[src/rtl/io_command_arbiter.sv]
// Round-robin arbiter sharing one registered IO command port among several requesters.
// Multi-beat commands lock the grant to their owner until the beat marked Last is accepted.
module io_command_arbiter #(
  parameter int DATABITWIDTH     = 16,
  parameter int REGADDRBITWIDTH  = 4,
  parameter int REQUESTERCOUNT   = 4,
  parameter int SOURCEIDBITWIDTH = $clog2(REQUESTERCOUNT)
) (
  input  logic                                       clk,
  input  logic                                       sync_rst,
  input  logic                                       clk_en,
  input  logic [REQUESTERCOUNT-1:0]                  CommandInACK,
  output logic [REQUESTERCOUNT-1:0]                  CommandInREQ,
  input  logic [REQUESTERCOUNT-1:0]                  CommandLastIn,
  input  logic [4*REQUESTERCOUNT-1:0]                MinorOpcodeIn,
  input  logic [REGADDRBITWIDTH*REQUESTERCOUNT-1:0]  RegisterDestIn,
  input  logic [DATABITWIDTH*REQUESTERCOUNT-1:0]     DataAddrIn,
  input  logic [DATABITWIDTH*REQUESTERCOUNT-1:0]     DataIn,
  output logic                                       CommandOutACK,
  input  logic                                       CommandOutREQ,
  output logic [3:0]                                 MinorOpcodeOut,
  output logic [REGADDRBITWIDTH-1:0]                 RegisterDestOut,
  output logic [DATABITWIDTH-1:0]                    DataAddrOut,
  output logic [DATABITWIDTH-1:0]                    DataOut,
  output logic                                       CommandLastOut,
  output logic [SOURCEIDBITWIDTH-1:0]                SourceIDOut
);

  localparam int SW = SOURCEIDBITWIDTH;
  localparam logic [SW-1:0] LAST_ID = SW'(REQUESTERCOUNT - 1);

  // Requester index base+offset, wrapped explicitly so non-power-of-two counts work.
  function automatic logic [SW-1:0] rr_index(input logic [SW-1:0] base, input int offset);
    int sum;
    sum = int'(base) + offset;
    if (sum >= REQUESTERCOUNT) sum = sum - REQUESTERCOUNT;
    return SW'(sum);
  endfunction

  logic                       out_valid_q, out_valid_d;
  logic [3:0]                 opcode_q, opcode_d;
  logic [REGADDRBITWIDTH-1:0] reg_dest_q, reg_dest_d;
  logic [DATABITWIDTH-1:0]    addr_q, addr_d;
  logic [DATABITWIDTH-1:0]    data_q, data_d;
  logic                       last_q, last_d;
  logic [SW-1:0]              src_q, src_d;
  logic [SW-1:0]              pointer_q, pointer_d;
  logic                       locked_q, locked_d;
  logic [SW-1:0]              lock_id_q, lock_id_d;

  logic                       slot_free;
  logic                       grant_valid;
  logic [SW-1:0]              grant;
  logic [SW-1:0]              search_idx;
  logic [REQUESTERCOUNT-1:0]  req;
  logic                       accept;

  assign slot_free = ~out_valid_q | CommandOutREQ;

  // NOTE: every combinational output gets a default before any branch, so no latch is inferred.
  always_comb begin
    grant       = lock_id_q;
    grant_valid = 1'b0;
    search_idx  = '0;
    if (locked_q) begin
      grant_valid = 1'b1;
    end else begin
      for (int k = 0; k < REQUESTERCOUNT; k++) begin
        search_idx = rr_index(pointer_q, k);
        if (!grant_valid && CommandInACK[search_idx]) begin
          grant       = search_idx;
          grant_valid = 1'b1;
        end
      end
    end
  end

  always_comb begin
    req = '0;
    if (grant_valid && slot_free && !sync_rst) req[grant] = 1'b1;
  end

  assign CommandInREQ = req;
  assign accept       = CommandInACK[grant] & req[grant] & clk_en;

  always_comb begin
    out_valid_d = out_valid_q;
    opcode_d    = opcode_q;
    reg_dest_d  = reg_dest_q;
    addr_d      = addr_q;
    data_d      = data_q;
    last_d      = last_q;
    src_d       = src_q;
    pointer_d   = pointer_q;
    locked_d    = locked_q;
    lock_id_d   = lock_id_q;
    if (accept) begin
      out_valid_d = 1'b1;
      opcode_d    = MinorOpcodeIn[4*grant +: 4];
      reg_dest_d  = RegisterDestIn[REGADDRBITWIDTH*grant +: REGADDRBITWIDTH];
      addr_d      = DataAddrIn[DATABITWIDTH*grant +: DATABITWIDTH];
      data_d      = DataIn[DATABITWIDTH*grant +: DATABITWIDTH];
      last_d      = CommandLastIn[grant];
      src_d       = grant;
      if (CommandLastIn[grant]) begin
        locked_d  = 1'b0;
        pointer_d = (grant == LAST_ID) ? '0 : grant + 1'b1;
      end else begin
        locked_d  = 1'b1;
        lock_id_d = grant;
      end
    end else if (out_valid_q && CommandOutREQ) begin
      out_valid_d = 1'b0;
    end
  end

  // NOTE: state registers use non-blocking assignments so every flop samples pre-edge values.
  always_ff @(posedge clk) begin
    if (sync_rst) begin
      // NOTE: the payload is cleared on reset too, so downstream never sees stale data after reset.
      out_valid_q <= 1'b0;
      opcode_q    <= '0;
      reg_dest_q  <= '0;
      addr_q      <= '0;
      data_q      <= '0;
      last_q      <= 1'b0;
      src_q       <= '0;
      pointer_q   <= '0;
      locked_q    <= 1'b0;
      lock_id_q   <= '0;
    end else if (clk_en) begin
      out_valid_q <= out_valid_d;
      opcode_q    <= opcode_d;
      reg_dest_q  <= reg_dest_d;
      addr_q      <= addr_d;
      data_q      <= data_d;
      last_q      <= last_d;
      src_q       <= src_d;
      pointer_q   <= pointer_d;
      locked_q    <= locked_d;
      lock_id_q   <= lock_id_d;
    end
  end

  assign CommandOutACK   = out_valid_q;
  assign MinorOpcodeOut  = opcode_q;
  assign RegisterDestOut = reg_dest_q;
  assign DataAddrOut     = addr_q;
  assign DataOut         = data_q;
  assign CommandLastOut  = last_q;
  assign SourceIDOut     = src_q;

endmodule

[config.mk]
export PLATFORM = sky130hd
export DESIGN_NAME = io_command_arbiter
export DESIGN_NICKNAME = d
export VERILOG_FILES = /design/src/rtl/io_command_arbiter.sv
export SDC_FILE = /design/constraint.sdc
export NUM_CORES = 1
export LEC_CHECK = 0
export ABC_AREA = 1
export CORE_MARGIN = 3
export CORE_UTILIZATION = 52
export CTS_CLUSTER_DIAMETER = 150
export CTS_CLUSTER_SIZE = 30
export DETAILED_ROUTE_END_ITERATION = 8
export DONT_BUFFER_PORTS = 1
export GPL_ROUTABILITY_DRIVEN = 0
export PLACE_DENSITY = 0.67
export SYNTH_ARGS = -nofsm -noshare
export SYNTH_HDL_FRONTEND = slang
export SYNTH_SLANG_ARGS = --single-unit
[constraint.sdc]
create_clock -name clk -period 5.1 [get_ports clk]
set_clock_uncertainty 0.1 [all_clocks]
set_input_delay 0.255 -clock clk [delete_from_list [all_inputs] [get_ports clk]]
set_output_delay 0.255 -clock clk [all_outputs]
set_load 0.01 [all_outputs]
==> results.txt, run 1 <==
worst vdd ir -> 537 uV
headroom to the max-slew limit -> 47.3%
total DRC errors in the routed layout -> 0
crit path DAT -> 4.00 ns
total count of max-transition violations in the final report -> 0
Post-Synth XOR/XNOR Area -> 0%
multiplexer fraction of the synthesized cell area -> 0%
area of the mapped netlist -> 3340 um^2
width of the die -> 86.2 um
Bufs on Longest Clock Path -> 2
average detailed-routed wire length per instance -> 16.4 um
endpoint kind of the worst setup timing path -> flip-flop
detailed-route vias per instance -> 5.93
global-route wire length before repair -> 14600 um
Std-Cell Rows -> 28
number of search-and-repair iterations in the first detailed-routing pass -> 4
post-detailed-placement half-perimeter wirelength -> 6950 um
upper clock frequency limit -> 259 MHz
diode insertion count for antenna repair -> 0
cells along the critical path -> inv_2, nand2_1, nand2_1, nand2_1, nand2_2, nor2_4, nand2_1, nand3_1, nand3_1, nand2_1, nand2_2, inv_2, ha_1, nand2_1, nand2_1, nand3_1, nand2_2, nand2_4, inv_4, nor2_1, nor2_1
crit path setup slack, layout -> 1.24 ns
RSZ-0062 raised after global routing -> no
Hold Worst Slack -> 0.0752 ns
via count of the first global-routing pass -> 3164
number of max-capacitance violations reported -> 0
pin slew with the least headroom to its limit -> 0.790 ns
gate family responsible for the most delay along the worst path -> simple AND/OR/NAND/NOR gates
number of buffers and inverters on the critical path -> 3
number of instances in the synthesized netlist -> 557
Clock transition at path regs -> 0.09 ns
final period demand of the worst path -> 3.86 ns
largest net degree at the start of global routing -> 87
complex-gate fraction of the synthesized area -> 27.9%
Port Buf Inserts -> 0
number of flip-flops and latches in the synthesized netlist -> 49
aggregate global routing overflow -> 0
Initial Utilization -> 55.2%
crit-path most repeated cell -> sky130_fd_sc_hd__nand2_1
worst endpoint required time -> 5.24 ns
Clock Latency Late Sink -> 0.30 ns
area enclosed by the die boundary -> 7430 um^2
mean cell area of the mapped netlist -> 6.00 um^2
cell with the largest stage delay on the worst path -> sky130_fd_sc_hd__dfxtp_1
antenna violations before repair -> 0
net count of the mapped netlist -> 730
number of library cell types mapped by synthesis -> 24
total negative slack for setup checks -> 0 ns
H-Tree Depth -> 2
number of buffers inserted to repair setup after CTS -> 0
placeable core area -> 6060 um^2
Synth Area in Adders -> 0.374%
Hold Crit Class -> input port to flip-flop
worst slack at placement -> 1.26 ns
Clk Tree Root Cell -> sky130_fd_sc_hd__clkbuf_8
run status -> finished, final reports clean
final wirelength -> 9930 um
Pwr per Cell Area -> 1020 nW/um^2
post-route ant nets -> 0
Syn. warnings -> 0
type of the worst setup path -> flip-flop to flip-flop
Final setup violation count -> 0
dominant combinational cell family by area after synthesis -> simple AND/OR/NAND/NOR gates
# resized after CTS -> 0
fraction of the mapped netlist area in simple logic gates -> 33.0%
maximum fanout along the worst path -> 45
TritonCTS clock tree -> yes
total routing usage reported by global routing -> 24.0%
count of clock tree sinks -> 49
number of nets in the layout -> 703
portion of the clock cycle consumed by the worst path in the final layout -> 75.7%
Vert. Die Dim -> 86.2 um
top-level port count -> 220
layout cell share with drive strength beyond 1 -> 5.46%
sequential element share of the synthesized area -> 29.3%
layout overhead on the synthesized area -> 0.0375%
sort of element at the start of the critical path -> flip-flop
clock buffers created by TritonCTS -> 5
iteration-0 DRC count of the detailed router -> 189
DR vias -> 3593
peak per-stage delay on the critical path -> 0.54 ns
hold violation count in the final report -> 0
leakage power summed over all cells -> 1.35 nW
==> timing repair <==
action | CTS | global route
endpoints found under the hold margin | 4 | 0
endpoints found under the setup margin | 0 | 0
hold buffers | 1 | 0
==> worst reg2reg max path: cells and delay by family (launching register included) <==
kind | cells | cell delay [ns]
buf+inv | 3 | 1.11
simple gates | 17 | 1.78
flops | 1 | 0.54
fa+ha+maj | 1 | 0.28
==> cells in the mapped netlist <==
cell type	number	area share (%)
sky130_fd_sc_hd__a21oi_1	7	1.0
sky130_fd_sc_hd__a21oi_4	1	0.49
sky130_fd_sc_hd__buf_2	9	1.3
sky130_fd_sc_hd__buf_4	6	1.3
sky130_fd_sc_hd__buf_6	5	1.7
sky130_fd_sc_hd__clkbuf_1	18	2.0
sky130_fd_sc_hd__clkbuf_2	1	0.15
sky130_fd_sc_hd__dfxtp_1	49	29
sky130_fd_sc_hd__ha_1	1	0.37
sky130_fd_sc_hd__inv_1	19	2.1
sky130_fd_sc_hd__inv_2	5	0.56
sky130_fd_sc_hd__inv_4	1	0.19
sky130_fd_sc_hd__nand2_1	62	7.0
sky130_fd_sc_hd__nand2_2	5	0.94
sky130_fd_sc_hd__nand2_4	3	1.0
sky130_fd_sc_hd__nand3_1	17	2.5
sky130_fd_sc_hd__nand3_2	2	0.60
sky130_fd_sc_hd__nand3b_1	3	0.67
sky130_fd_sc_hd__nand4_1	2	0.37
sky130_fd_sc_hd__nor2_1	174	20
sky130_fd_sc_hd__nor2_4	1	0.34
sky130_fd_sc_hd__o21ai_0	80	12
sky130_fd_sc_hd__o21ai_1	46	6.9
sky130_fd_sc_hd__o22ai_1	40	7.5
==> through the flow <==
step                std cells  utilization, %  power, mW  instance area [um^2]
CTS                       606            55.2       3.42                  3340
global route              606            55.2       3.78                  3340
detailed placement        597            53.6       3.18                  3250
finish                    606            55.2       3.42                  3340
global placement          597            53.6       3.11                  3250
floorplan                 557               -       2.84                  3340
==> cells by family (layout without fill, tap and decap cells) <==
logic type      after synthesis  count (layout)
compound gates              174             174
buf+inv                      64              38
flops                        49              49
simple gates                269             269
fa+ha+maj                     1               1
==> registers in the layout (all words and copies together) (netlist names) <==
signal and cells:
SourceIDOut 2, CommandLastOut 1, lock_id_q 2, DataOut 16, locked_q 1, DataAddrOut 16, pointer_q 2, CommandOutACK 1
MinorOpcodeOut 4, RegisterDestOut 4
==> cell type report <==
| cell class | instances | area, um^2 |
|---|---|---|
| repair buffers | 5 | 40.0 |
| inverters | 25 | 96.3 |
| clock buffers | 6 | 72.6 |
| fillers | 612 | 2720 |
| well taps | 75 | 93.8 |
| clock inverters | 2 | 13.8 |
| multi-input cells | 444 | 2050 |
| flip-flops and latches | 49 | 981 |
==> final timing paths <==
path	startpoint	endpoint	slack, ns	cells after the start
setup reg to reg	pointer_q[0]	DataOut[6]	1.24	21
hold / removal	clk_en	SourceIDOut[1]	0.08	3
setup / recovery	pointer_q[0]	DataOut[6]	1.24	21
hold reg to reg	locked_q	locked_q	0.39	2
==> where the power goes <==
| part | internal, mW | total [mW] | switching [mW] |
|---|---|---|---|
| Clock | 0.0981 | 0.231 | 0.133 |
| Sequential | 0.545 | 0.733 | 0.188 |
| Combinational | 0.749 | 2.46 | 1.71 |
| Total | 1.39 | 3.42 | 2.03 |
==> placed cells by master, fill, tap and decap left out, types with 2 or more instances in the layout <==
cell,n
sky130_fd_sc_hd__buf_4,4
sky130_fd_sc_hd__nand3_2,2
sky130_fd_sc_hd__nand3_1,17
sky130_fd_sc_hd__o22ai_1,40
sky130_fd_sc_hd__inv_2,5
sky130_fd_sc_hd__nand2_2,5
sky130_fd_sc_hd__nand2_4,3
sky130_fd_sc_hd__nand3b_1,3
sky130_fd_sc_hd__o21ai_0,80
sky130_fd_sc_hd__o21ai_1,46
sky130_fd_sc_hd__nor2_1,174
sky130_fd_sc_hd__nand2_1,62
sky130_fd_sc_hd__inv_1,19
sky130_fd_sc_hd__nand4_1,2
sky130_fd_sc_hd__dfxtp_1,49
sky130_fd_sc_hd__clkbuf_8,5
sky130_fd_sc_hd__a21oi_1,7
==> layer usage <==
layer	part of all wire, %	routed length (um)	track usage, %	up-vias
met5	0	0	0	-
met4	2.7	273	10.5	0
met3	9.2	909	4.94	24
met2	50	4950	44.3	174
met1	38	3800	26.4	1590
li1	-	-	-	1805
Note: power is estimated with default switching activity, not from simulation.
==> inputs of run 2 (changes only) <==
==> constraint.sdc (replaced) <==
create_clock -name clk -period 3.8 [get_ports clk]
set_clock_uncertainty 0.1 [all_clocks]
set_input_delay 0.19 -clock clk [delete_from_list [all_inputs] [get_ports clk]]
set_output_delay 0.19 -clock clk [all_outputs]
set_load 0.01 [all_outputs]
==> run 2 against run 1 <==
Effect of this change: wire length grew 1.5%; highest routed layer unchanged; combinational power grew 35%; via count grew 1.4%; largest cell class unchanged; sequential share of layout area shrank 0.44 points; flip-flop and latch count is the same; power grew 37%; die area is the same; core utilization grew 0.85 points.
==> results.txt, run 2 (synthesis results as in run 1) <==
run status -> finished, final reports clean (unchanged)
portion of the clock cycle consumed by the worst path in the final layout -> 87.1% (was 75.7%)
area enclosed by the die boundary -> 7430 um^2 (unchanged)
hold violation count in the final report -> 0 (unchanged)
number of gates on the worst path with buffers counted -> 21 (unchanged)
number of search-and-repair iterations in the first detailed-routing pass -> 4 (unchanged)
Met1 Wirelength -> 3840 um (was 3800 um)
Max Used Layer -> met4 (unchanged)
final period demand of the worst path -> 3.31 ns (was 3.86 ns)
leakage power summed over all cells -> 1.37 nW (was 1.35 nW)
Vert. Die Dim -> 86.2 um (unchanged)
Clk Tree Root Cell -> sky130_fd_sc_hd__clkbuf_8 (unchanged)
total routing usage reported by global routing -> 25.6% (was 24.0%)
crit-path most repeated cell -> sky130_fd_sc_hd__nand2_1 (unchanged)
clock buffers created by TritonCTS -> 5 (unchanged)
total DRC errors in the routed layout -> 0 (unchanged)
# placed instances -> 599 (was 597)
antenna violations before repair -> 0 (unchanged)
endpoint of the worst setup timing path -> DataOut[2] (was DataOut[6])
Hold Crit Class -> input port to flip-flop (unchanged)
number of fill cells in the layout -> 652 (was 612)
Reg2Reg Launch Point -> pointer_q[0] (unchanged)
commonest cells after routing, fill and taps aside -> sky130_fd_sc_hd__nor2_1, sky130_fd_sc_hd__o21ai_0, sky130_fd_sc_hd__nand2_1, sky130_fd_sc_hd__dfxtp_1, sky130_fd_sc_hd__o21ai_1 (unchanged)
post-detailed-placement half-perimeter wirelength -> 7270 um (was 6950 um)
width of the die -> 86.2 um (unchanged)
sort of element at the start of the critical path -> flip-flop (unchanged)
top-level port count -> 220 (unchanged)
largest net degree at the start of global routing -> 86 (was 87)
H-Tree Depth -> 2 (unchanged)
upper clock frequency limit -> 302 MHz (was 259 MHz)
cell with the largest stage delay on the worst path -> sky130_fd_sc_hd__dfxtp_1 (unchanged)
DR vias -> 3642 (was 3593)
worst endpoint required time -> 3.95 ns (was 5.24 ns)
Std-Cell Rows -> 28 (unchanged)
post-route ant nets -> 0 (unchanged)
number of max-capacitance violations reported -> 0 (unchanged)
diode insertion count for antenna repair -> 0 (unchanged)
crit path setup slack, layout -> 0.491 ns (was 1.24 ns)
area of all sequential standard cells -> 981 um^2 (unchanged)
reg2reg setup slack -> 0.49 ns (was 1.24 ns)
type of the worst setup path -> flip-flop to flip-flop (unchanged)
Met2 Routed Length -> 5080 um (was 4950 um)
final wirelength -> 10100 um (was 9930 um)
total count of max-transition violations in the final report -> 0 (unchanged)
cells along the critical path -> inv_2, nand2_1, nand2_2, nand2_1, nand2_2, nor2_4, nand2_1, nand2_1, nand3_2, nand2_4, nand2_4, inv_2, ha_1, nand2_1, nand2_1, nand3_1, nand2_2, nand2_4, inv_4, nor2_1, nor2_1 (was inv_2, nand2_1, nand2_1, nand2_1, nand2_2, nor2_4, nand2_1, nand3_1, nand3_1, nand2_1, nand2_2, inv_2, ha_1, nand2_1, nand2_1, nand3_1, nand2_2, nand2_4, inv_4, nor2_1, nor2_1)
crit path DAT -> 3.45 ns (was 4.00 ns)
count of clock tree sinks -> 49 (unchanged)
Port Buf Inserts -> 0 (unchanged)
origin of the worst min-delay path -> CommandOutREQ (was clk_en)
Bufs on Longest Clock Path -> 2 (unchanged)
peak per-stage delay on the critical path -> 0.55 ns (was 0.54 ns)
layout cell share with drive strength beyond 1 -> 5.99% (was 5.46%)
pin slew with the least headroom to its limit -> 0.715 ns (was 0.790 ns)
number of buffers and inverters on the critical path -> 3 (unchanged)
maximum fanout along the worst path -> 42 (was 45)
global-route wire length before repair -> 15600 um (was 14600 um)
Clock transition at path regs -> 0.10 ns (was 0.09 ns)
Area after DPL -> 3260 um^2 (was 3250 um^2)
Design Area, Final -> 3400 um^2 (was 3340 um^2)
multi-input gate area in the final layout -> 2050 um^2 (unchanged)
final non-filler cell total -> 609 (was 606)
total negative slack for setup checks -> 0 ns (unchanged)
RSZ-0062 raised after global routing -> no (unchanged)
startpoint of the most critical setup path -> pointer_q[0] (unchanged)
worst slack at placement -> 0.537 ns (was 1.26 ns)
average detailed-routed wire length per instance -> 16.5 um (was 16.4 um)
Initial Utilization -> 55.2% (unchanged)
cell depth of the worst min-delay path -> 3 (unchanged)
number of nets in the layout -> 706 (was 703)
R2R Path End -> DataOut[2] (was DataOut[6])
Final Util -> 56.0% (was 55.2%)
endpoint kind of the worst setup timing path -> flip-flop (unchanged)
via count of the first global-routing pass -> 3304 (was 3164)
R2R depth -> 21 (unchanged)
Pwr per Cell Area -> 1380 nW/um^2 (was 1020 nW/um^2)
layout overhead on the synthesized area -> 1.57% (was 0.0375%)
detailed-route vias per instance -> 5.98 (was 5.93)
most common cell after layout, fill and taps aside -> sky130_fd_sc_hd__nor2_1 (unchanged)
gate family responsible for the most delay along the worst path -> simple AND/OR/NAND/NOR gates (unchanged)
worst vdd ir -> 849 uV (was 537 uV)
Clock Latency Late Sink -> 0.31 ns (was 0.30 ns)
headroom to the max-slew limit -> 52.3% (was 47.3%)
Final setup violation count -> 0 (unchanged)
placeable core area -> 6060 um^2 (unchanged)
aggregate global routing overflow -> 0 (unchanged)
# resized after CTS -> 0 (unchanged)
TritonCTS clock tree -> yes (unchanged)
met3 WL -> 931 um (was 909 um)
iteration-0 DRC count of the detailed router -> 152 (was 189)
[run 2: final cells by class]
type	instances	share of cell area [%]
well taps	75	2.76
multi-input cells	444	60.3
inverters	25	2.84
repair buffers	8	1.92
clock buffers	5	2.03
flip-flops and latches	49	28.9
clock inverters	3	1.29
[run 2: where the power goes]
part	total (mW)	switching [mW]	leakage, nW	internal [mW]
sequential	0.988	0.256	0.402	0.732
combinational	3.31	2.28	0.912	1.03
clock	0.387	0.189	0.0585	0.198
[run 2: routing by layer]
metal  vias to the layer above  global-route usage (%)
li1                       1815                       -
met1                      1627                    29.7
met2                       180                    46.6
met3                        20                    5.13
met4                         0                    9.21
met5                         -                       0
[run 2: worst min-delay path by stage]
stage	to	slack, ns
detailed placement	CommandLastOut	0.16
global placement	locked_q	0.16
CTS	CommandOutACK	0.06
floorplan	CommandLastOut	0.16
finish	CommandOutACK	0.07
global route	CommandOutACK	0.10
[run 2: per-stage QoR]
stage,total power [mW],hold slack [ns]
after floorplan,3.82,0.159
final,4.68,0.0718
after global routing,5.22,0.105
after detailed placement,4.29,0.163
after global placement,4.20,0.162
after CTS,4.69,0.0609
[run 2: what timing repair did]
item / CTS / global route
endpoints found under the hold margin: 5 / 0
setup buffers: 0 / 0
hold buffers: 2 / 0
[run 2: worst min-delay path, cell delays in order]
cell,delay (ns)
sky130_fd_sc_hd__inv_1,0.03
sky130_fd_sc_hd__o21ai_0,0.15
sky130_fd_sc_hd__a21oi_1,0.07
